[config.mk]
export PLATFORM = sky130hd
export DESIGN_NAME = drum_voice_scheduler
export DESIGN_NICKNAME = d
export VERILOG_FILES = /design/src/rtl/drum_pkg.sv /design/src/rtl/drum_voice_ctr.sv /design/src/rtl/drum_voice_scheduler.sv
export SDC_FILE = /design/constraint.sdc
export NUM_CORES = 1
export LEC_CHECK = 0
export ABC_AREA = 1
export BUFFER_PORTS_ARGS = -buffer_cell sky130_fd_sc_hd__buf_2
export CAP_MARGIN = 20
export CORE_ASPECT_RATIO = 1.2
export CORE_MARGIN = 10
export CORE_UTILIZATION = 40
export CTS_CLUSTER_DIAMETER = 100
export DETAILED_ROUTE_END_ITERATION = 8
export SLEW_MARGIN = 40
export SYNTH_ARGS = -nofsm -noshare
export SYNTH_HDL_FRONTEND = slang
export SYNTH_SLANG_ARGS = --single-unit
[constraint.sdc]
create_clock -name clk -period 3.2 [get_ports clk]
set_input_delay 0 -clock clk [delete_from_list [all_inputs] [get_ports clk]]
set_output_delay 0 -clock clk [all_outputs]
set_load 0.1 [all_outputs]
[src/rtl/drum_pkg.sv]
// Shared types and constants for the drum voice scheduler: FSM state
// encoding, default geometry, and the fixed sample-ROM map per voice.
package drum_pkg;

    typedef enum logic [1:0] {
        IDLE    = 2'd0,
        ISSUE   = 2'd1,
        CAPTURE = 2'd2,
        DONE    = 2'd3
    } state_t;

    localparam int NUM_VOICES_DEF = 4;
    localparam int ADDR_W_DEF     = 12;
    localparam int DATA_W_DEF     = 8;

    // ROM map, index 0 in the lowest slot: clap, kick, hat, snare.
    // Regions are contiguous and fill the 4 KiB ROM exactly.
    localparam logic [NUM_VOICES_DEF-1:0][ADDR_W_DEF-1:0] VOICE_BASE = {
        12'd3218,   // snare
        12'd2618,   // hat
        12'd1118,   // kick
        12'd0       // clap
    };

    localparam logic [NUM_VOICES_DEF-1:0][ADDR_W_DEF-1:0] VOICE_LEN = {
        12'd878,    // snare
        12'd600,    // hat
        12'd1500,   // kick
        12'd1118    // clap
    };

    // Offset-binary zero for the default mix width (8 + log2(4) = 10 bits).
    localparam logic [9:0] SILENCE_DEF = 10'd512;

endpackage

[src/rtl/drum_voice_ctr.sv]
// Per-voice playback state: an active flag and the sample offset within the
// voice's ROM region. start restarts at offset 0; advance steps one sample
// and retires the voice after its final sample.
module drum_voice_ctr #(
    parameter int ADDR_W = 12
) (
    input  logic              clk,
    input  logic              n_rst,
    input  logic              start_i,
    input  logic              advance_i,
    input  logic [ADDR_W-1:0] len_i,
    output logic              active_o,
    output logic [ADDR_W-1:0] offset_o,
    output logic              last_o
);

    localparam logic [ADDR_W-1:0] ONE = 1;

    logic              active_q, active_d;
    logic [ADDR_W-1:0] offset_q, offset_d;

    assign last_o   = (offset_q == (len_i - ONE));
    assign active_o = active_q;
    assign offset_o = offset_q;

    // Next-state: start wins (it only happens in IDLE, never alongside advance).
    always_comb begin
        active_d = active_q;
        offset_d = offset_q;
        if (start_i) begin
            active_d = 1'b1;
            offset_d = '0;
        end else if (advance_i && active_q) begin
            if (last_o) begin
                active_d = 1'b0;
                offset_d = '0;
            end else begin
                offset_d = offset_q + ONE;
            end
        end
    end

    // State registers.
    always_ff @(posedge clk or negedge n_rst) begin
        if (!n_rst) begin
            active_q <= 1'b0;
            offset_q <= '0;
        end else begin
            active_q <= active_d;
            offset_q <= offset_d;
        end
    end

endmodule

[src/rtl/drum_voice_scheduler.sv]
// Time-shares one synchronous sample-ROM port between the drum voices. Each
// sample_tick runs one fixed-length frame: ISSUE/CAPTURE per voice in order,
// then DONE publishes the offset-binary sum.
//
// Interface semantics: rom_rd is a one-cycle read request, rom_data is taken
// in the following cycle with no backpressure. mix_valid is a one-cycle
// strobe with no ready; mix_out holds its value until the next strobe.
module drum_voice_scheduler import drum_pkg::*; #(
    parameter int NUM_VOICES = NUM_VOICES_DEF,
    parameter int ADDR_W     = ADDR_W_DEF,
    parameter int DATA_W     = DATA_W_DEF,
    parameter int MIX_W      = DATA_W + $clog2(NUM_VOICES),
    parameter logic [NUM_VOICES-1:0][ADDR_W-1:0] VOICE_BASE_TBL = VOICE_BASE,
    parameter logic [NUM_VOICES-1:0][ADDR_W-1:0] VOICE_LEN_TBL  = VOICE_LEN
) (
    input  logic                  clk,
    input  logic                  n_rst,
    input  logic                  sample_tick,
    input  logic [NUM_VOICES-1:0] trig,
    output logic                  rom_rd,
    output logic [ADDR_W-1:0]     rom_addr,
    input  logic [DATA_W-1:0]     rom_data,
    output logic [MIX_W-1:0]      mix_out,
    output logic                  mix_valid,
    output logic [NUM_VOICES-1:0] active,
    output logic                  busy,
    output logic                  overrun,
    output state_t                dbg_state
);

    localparam int VW = $clog2(NUM_VOICES);
    localparam logic [MIX_W-1:0] SILENCE  = {1'b1, {(MIX_W-1){1'b0}}};
    localparam logic [VW-1:0]    LAST_V   = VW'(NUM_VOICES - 1);

    state_t                  state_q;
    logic [VW-1:0]           v_q;
    logic signed [MIX_W-1:0] acc_q;
    logic [MIX_W-1:0]        mix_out_q;
    logic                    mix_valid_q;
    logic                    overrun_q;
    logic [NUM_VOICES-1:0]   pending_q, pending_d;
    logic [ADDR_W-1:0]       rom_addr_q;

    logic                               apply;
    logic [NUM_VOICES-1:0]              start;
    logic [NUM_VOICES-1:0]              advance;
    logic [NUM_VOICES-1:0]              last;
    logic [NUM_VOICES-1:0][ADDR_W-1:0]  offset;
    logic                               cur_active;
    logic [ADDR_W-1:0]                  cur_addr;
    logic                               issue_rd;
    logic signed [MIX_W-1:0]            sample_ext;

    // Pending triggers are folded into the voices only on the edge that opens a frame.
    assign apply = (state_q == IDLE) && sample_tick;

    for (genvar g = 0; g < NUM_VOICES; g++) begin : g_voice
        assign start[g]   = apply && pending_q[g];
        assign advance[g] = (state_q == CAPTURE) && (v_q == VW'(g));

        drum_voice_ctr #(
            .ADDR_W (ADDR_W)
        ) u_ctr (
            .clk       (clk),
            .n_rst     (n_rst),
            .start_i   (start[g]),
            .advance_i (advance[g]),
            .len_i     (VOICE_LEN_TBL[g]),
            .active_o  (active[g]),
            .offset_o  (offset[g]),
            .last_o    (last[g])
        );
    end

    assign cur_active = active[v_q];
    assign cur_addr   = VOICE_BASE_TBL[v_q] + offset[v_q];
    assign issue_rd   = (state_q == ISSUE) && cur_active;
    assign sample_ext = MIX_W'($signed(rom_data));

    // Read request is decoded from registered state so it lines up with ISSUE;
    // the address register keeps the last issued address through idle slots.
    assign rom_rd    = issue_rd;
    assign rom_addr  = issue_rd ? cur_addr : rom_addr_q;
    assign mix_out   = mix_out_q;
    assign mix_valid = mix_valid_q;
    assign busy      = (state_q != IDLE);
    assign overrun   = overrun_q;
    assign dbg_state = state_q;

    // Pending set by any trigger; cleared when applied, but a trigger on the
    // applying edge survives to the next frame.
    always_comb begin
        pending_d = pending_q;
        if (apply) begin
            pending_d = '0;
        end
        pending_d = pending_d | trig;
    end

    // Frame FSM with registered mix outputs and sticky overrun.
    always_ff @(posedge clk or negedge n_rst) begin
        if (!n_rst) begin
            state_q     <= IDLE;
            v_q         <= '0;
            acc_q       <= '0;
            mix_out_q   <= SILENCE;
            mix_valid_q <= 1'b0;
            overrun_q   <= 1'b0;
            pending_q   <= '0;
            rom_addr_q  <= '0;
        end else begin
            pending_q   <= pending_d;
            rom_addr_q  <= rom_addr;
            mix_valid_q <= 1'b0;
            if (sample_tick && (state_q != IDLE)) begin
                overrun_q <= 1'b1;
            end
            case (state_q)
                IDLE: begin
                    if (sample_tick) begin
                        acc_q   <= '0;
                        v_q     <= '0;
                        state_q <= ISSUE;
                    end
                end
                ISSUE: begin
                    state_q <= CAPTURE;
                end
                CAPTURE: begin
                    if (cur_active) begin
                        acc_q <= acc_q + sample_ext;
                    end
                    if (v_q == LAST_V) begin
                        state_q <= DONE;
                    end else begin
                        v_q     <= v_q + 1'b1;
                        state_q <= ISSUE;
                    end
                end
                DONE: begin
                    mix_out_q   <= $unsigned(acc_q) + SILENCE;
                    mix_valid_q <= 1'b1;
                    state_q     <= IDLE;
                end
                default: begin
                    state_q <= IDLE;
                end
            endcase
        end
    end

endmodule

==> metrics.log <==
[metrics] critical path startpoint: v_q[0]
[metrics] most common cell after layout, fill and taps aside: nand2_1
[metrics] clk buf depth: 2
[metrics] worst relative slew slack: 0.555
[metrics] Hold Path Class: input port to flop
[metrics] die width: 129 um
[metrics] overall power after layout: 6.55 mW
[metrics] Synth Net Count: 773
[metrics] I/O pin count: 47
[metrics] pin count of the biggest net entering global routing: 52
[metrics] critical setup path kind: flop to output pin
[metrics] final setup violation count: 0
[metrics] routed wire length: 14,900 um
[metrics] period utilisation layout: 0.931
[metrics] antenna violations before repair: 0
[metrics] Clock transition at path regs: 0.07 ns
[metrics] post-DR wirelength/cell: 15.6 um
[metrics] number of enable flip-flop cells after synthesis: 0
[metrics] Unique masters post-synth: 48
[metrics] capturing element type of the critical path: output pin
[metrics] async set-or-reset flop fraction in the synthesized netlist: 1.00
[metrics] setup repair after global routing missed its margin: no
[metrics] count of port buffers added during placement: 46
[metrics] HPWL after DPL: 11,500 um
[metrics] height of the die: 151 um
[metrics] deepest level of the CTS H-tree: 3
[metrics] wire length of the first global-routing pass: 25,000 um
[metrics] Int Power: 3.15 mW
[metrics] clock group share of total power: 0.195
[metrics] full die area: 0.0196 mm2
[metrics] number of nets with antenna violations after routing: 0
[metrics] fraction of power consumed by sequential logic: 0.246
[metrics] DRC violations left: 0
[metrics] vias in the first global route: 5,097
[metrics] initial core utilization: 0.412
[metrics] nets: 825
[metrics] combinational cell fraction of total power: 0.558
[metrics] Cells after Synth: 727
[metrics] Num CTS Buffers: 9
[metrics] detailed-router iteration count before antenna repair: 5
[metrics] portion of the post-synthesis area used by sequential elements: 0.410
[metrics] biggest fanout along the worst timing path: 29
[metrics] clock latency on the worst-skew pair: 0.35 ns
[metrics] reg-to-reg slack, setup: 0.66 ns
[metrics] worst path required time: 3.20 ns
[metrics] length in cells of the worst reg-to-reg path: 14
[metrics] Worst VDD drop: 431 uV
[metrics] accumulated negative setup slack: 0 ns
[metrics] post-route minimum period: 2.98 ns
[metrics] beginning of the worst hold path: rom_data[0]
[metrics] status: completed
[metrics] Layout Area Growth over Synthesis: 18.4%
[metrics] switching part of the total power: 0.518
[metrics] global routing usage summed across all routing layers: 0.159
[metrics] Clock Sinks: 94
[metrics] top achievable clock speed: 336 MHz
[metrics] highest-count cells in the layout ignoring fill and taps: nand2_1, inv_1, dfrtp_1
[metrics] Worst Setup Start Kind: flop
[metrics] Cell Area, Synth: 0.00574 mm2
[metrics] number of warnings issued by yosys: 0
[metrics] routed vias/inst: 5.33
[metrics] final max-slew violation count: 0
[metrics] P per Cell Area: 964 mW/mm2
[metrics] startpoint of the lowest-slack register-to-register path: v_q[0]
[metrics] arrival time reported for the critical path endpoint: 2.98 ns
[metrics] share of post-route cells with drive strength above 1: 0.148
[metrics] cell count of the worst hold path: 4
[metrics] number of hold-slack violations in the final timing report: 0
[metrics] number of flip-flops and latches in the synthesized netlist: 94
[metrics] fin cells: 955
[metrics] Hold EP: acc_q[0]
[metrics] Max Clock Skew: 0.00661 ns
[metrics] Clock Root Buffer: clkbuf_16
[metrics] std cell rows: 47
[metrics] DP Cell Count: 933
[metrics] Mean Syn Cell Area: 7.89 um2
[metrics] first-iteration detailed-routing DRC count: 431
[metrics] Leak Pwr: 3.10 nW
[metrics] clock tree from TritonCTS: built
[metrics] transition time of the tightest slew-check pin: 0.668 ns
[metrics] remaining global-route overflow: 0
[metrics] max cap viols: 0
[metrics] setup fix buffers added after clock tree synthesis: 0
[metrics] predominant post-synthesis flop cell: dfrtp_1
[metrics] Antenna Cells: 0
[metrics] Core Area: 0.0139 mm2
[metrics] last weighted congestion value of the routability-driven placer: 0.933
[metrics] end of the worst register-to-register path: rom_addr_q[7]
[metrics] vias: 5,093
[metrics] net switching component of the power: 3.39 mW
layout make-up:
class,count,area [um2]
fillers,1339,7140
multi-input cells,519,2990
flip-flops and latches,94,2360
repair buffers,57,488
inverters,98,385
clock buffers,11,253
well taps,171,214
clock inverters,5,105
power by group through the flow:
stage / logic (mW) / clock network [mW] / registers [mW]
4_1_cts: 3.68 / 1.30 / 1.61
3_3_place_gp: 3.62 / 0 / 1.62
5_1_grt: 3.92 / 1.35 / 1.65
6_report: 3.66 / 1.28 / 1.61
2_1_floorplan: 2.31 / 0 / 2.07
3_5_place_dp: 3.66 / 0 / 1.63
synthesized netlist by cell type, types with 3 or more instances:
master,count,share of area
a21o_1,6,0.0079
a21oi_1,49,0.043
buf_2,5,0.0044
buf_4,4,0.0052
clkbuf_1,5,0.0033
dfrtp_1,93,0.41
ha_1,29,0.063
inv_1,90,0.059
inv_2,5,0.0033
nand2_1,156,0.10
nand2_2,5,0.0055
nand2_4,5,0.0098
nand3_1,42,0.037
nand3_2,4,0.0070
nand3b_1,3,0.0039
nand4_1,7,0.0076
nor2_1,46,0.030
nor2_4,4,0.0079
nor3_1,22,0.019
nor3b_1,4,0.0052
nor4_1,10,0.011
o211ai_1,3,0.0039
o21ai_0,58,0.051
o21ai_1,8,0.0070
o22ai_1,16,0.017
xnor2_1,4,0.0061
xor2_1,17,0.026
per-stage QoR:
stage                     worst slack, ns  cell area (um2)   util  hold slack (ns)
after floorplan                   0.00322             5810      -           -0.296
after global placement              0.504             6360  0.456           0.0739
after detailed placement            0.418             6360  0.456           0.0786
after CTS                          0.0463             6780  0.486           0.0370
after global routing              0.00321             6790  0.487           0.0867
final                               0.222             6790  0.487           0.0542
state kept, by name, indices dropped and copies added (netlist names), 2 cells and up:
| signal | cells |
|---|---|
| pending_q | 4 |
| dbg_state | 2 |
| v_q | 2 |
| rom_addr_q | 12 |
| g_voice.u_ctr.offset_o | 48 |
| acc_q | 10 |
| g_voice.u_ctr.active_o | 4 |
| mix_out | 10 |
routing by layer:
layer / wire [um] / GRT usage / up-vias
met5: 0 / 0 / -
met4: 473 / 0.0866 / 0
met3: 585 / 0.0213 / 27
met2: 7210 / 0.260 / 112
met1: 6640 / 0.200 / 2439
li1: - / - / 2515
critical path, cell delays in order (launching register included):
cell	delay, ns
dfrtp_1	0.38
inv_1	0.19
buf_8	0.22
o21ai_0	0.12
a21oi_1	0.14
a21oi_1	0.08
ha_1	0.35
nand2_1	0.10
nand2_1	0.05
nor2_1	0.18
nor2_1	0.07
nand3_1	0.08
nand2_1	0.09
nand2_1	0.09
nand2_1	0.05
nand2_1	0.07
nand3_1	0.08
nand2_2	0.10
buf_12	0.18
worst max path at each step:
stage	slack, ns	cells after the start	end
6_report	0.22	18	rom_addr[9]
5_1_grt	0.003	17	rom_addr[9]
4_1_cts	0.05	14	rom_addr[7]
3_5_place_dp	0.42	14	rom_addr[7]
3_3_place_gp	0.50	14	rom_addr[7]
2_1_floorplan	0.003	4	rom_addr_q[5]
cell families after synthesis:
logic type | after synthesis | synth area share
AND/OR/NAND/NOR | 317 | 0.264
AO/OA/AOI/OAI | 149 | 0.142
buffers and inverters | 114 | 0.0800
flip-flops | 94 | 0.410
adder cells (fa/ha/maj) | 31 | 0.0702
XOR/XNOR | 21 | 0.0321
multiplexers | 1 | 0.00174
repair_timing:
action,in CTS,in global routing
gates resized for setup,0,8
endpoints found under the hold margin,54,0
setup endpoints to repair,0,4
hold buffers,6,0
No activity file was read; power rests on OpenSTA's default activity.
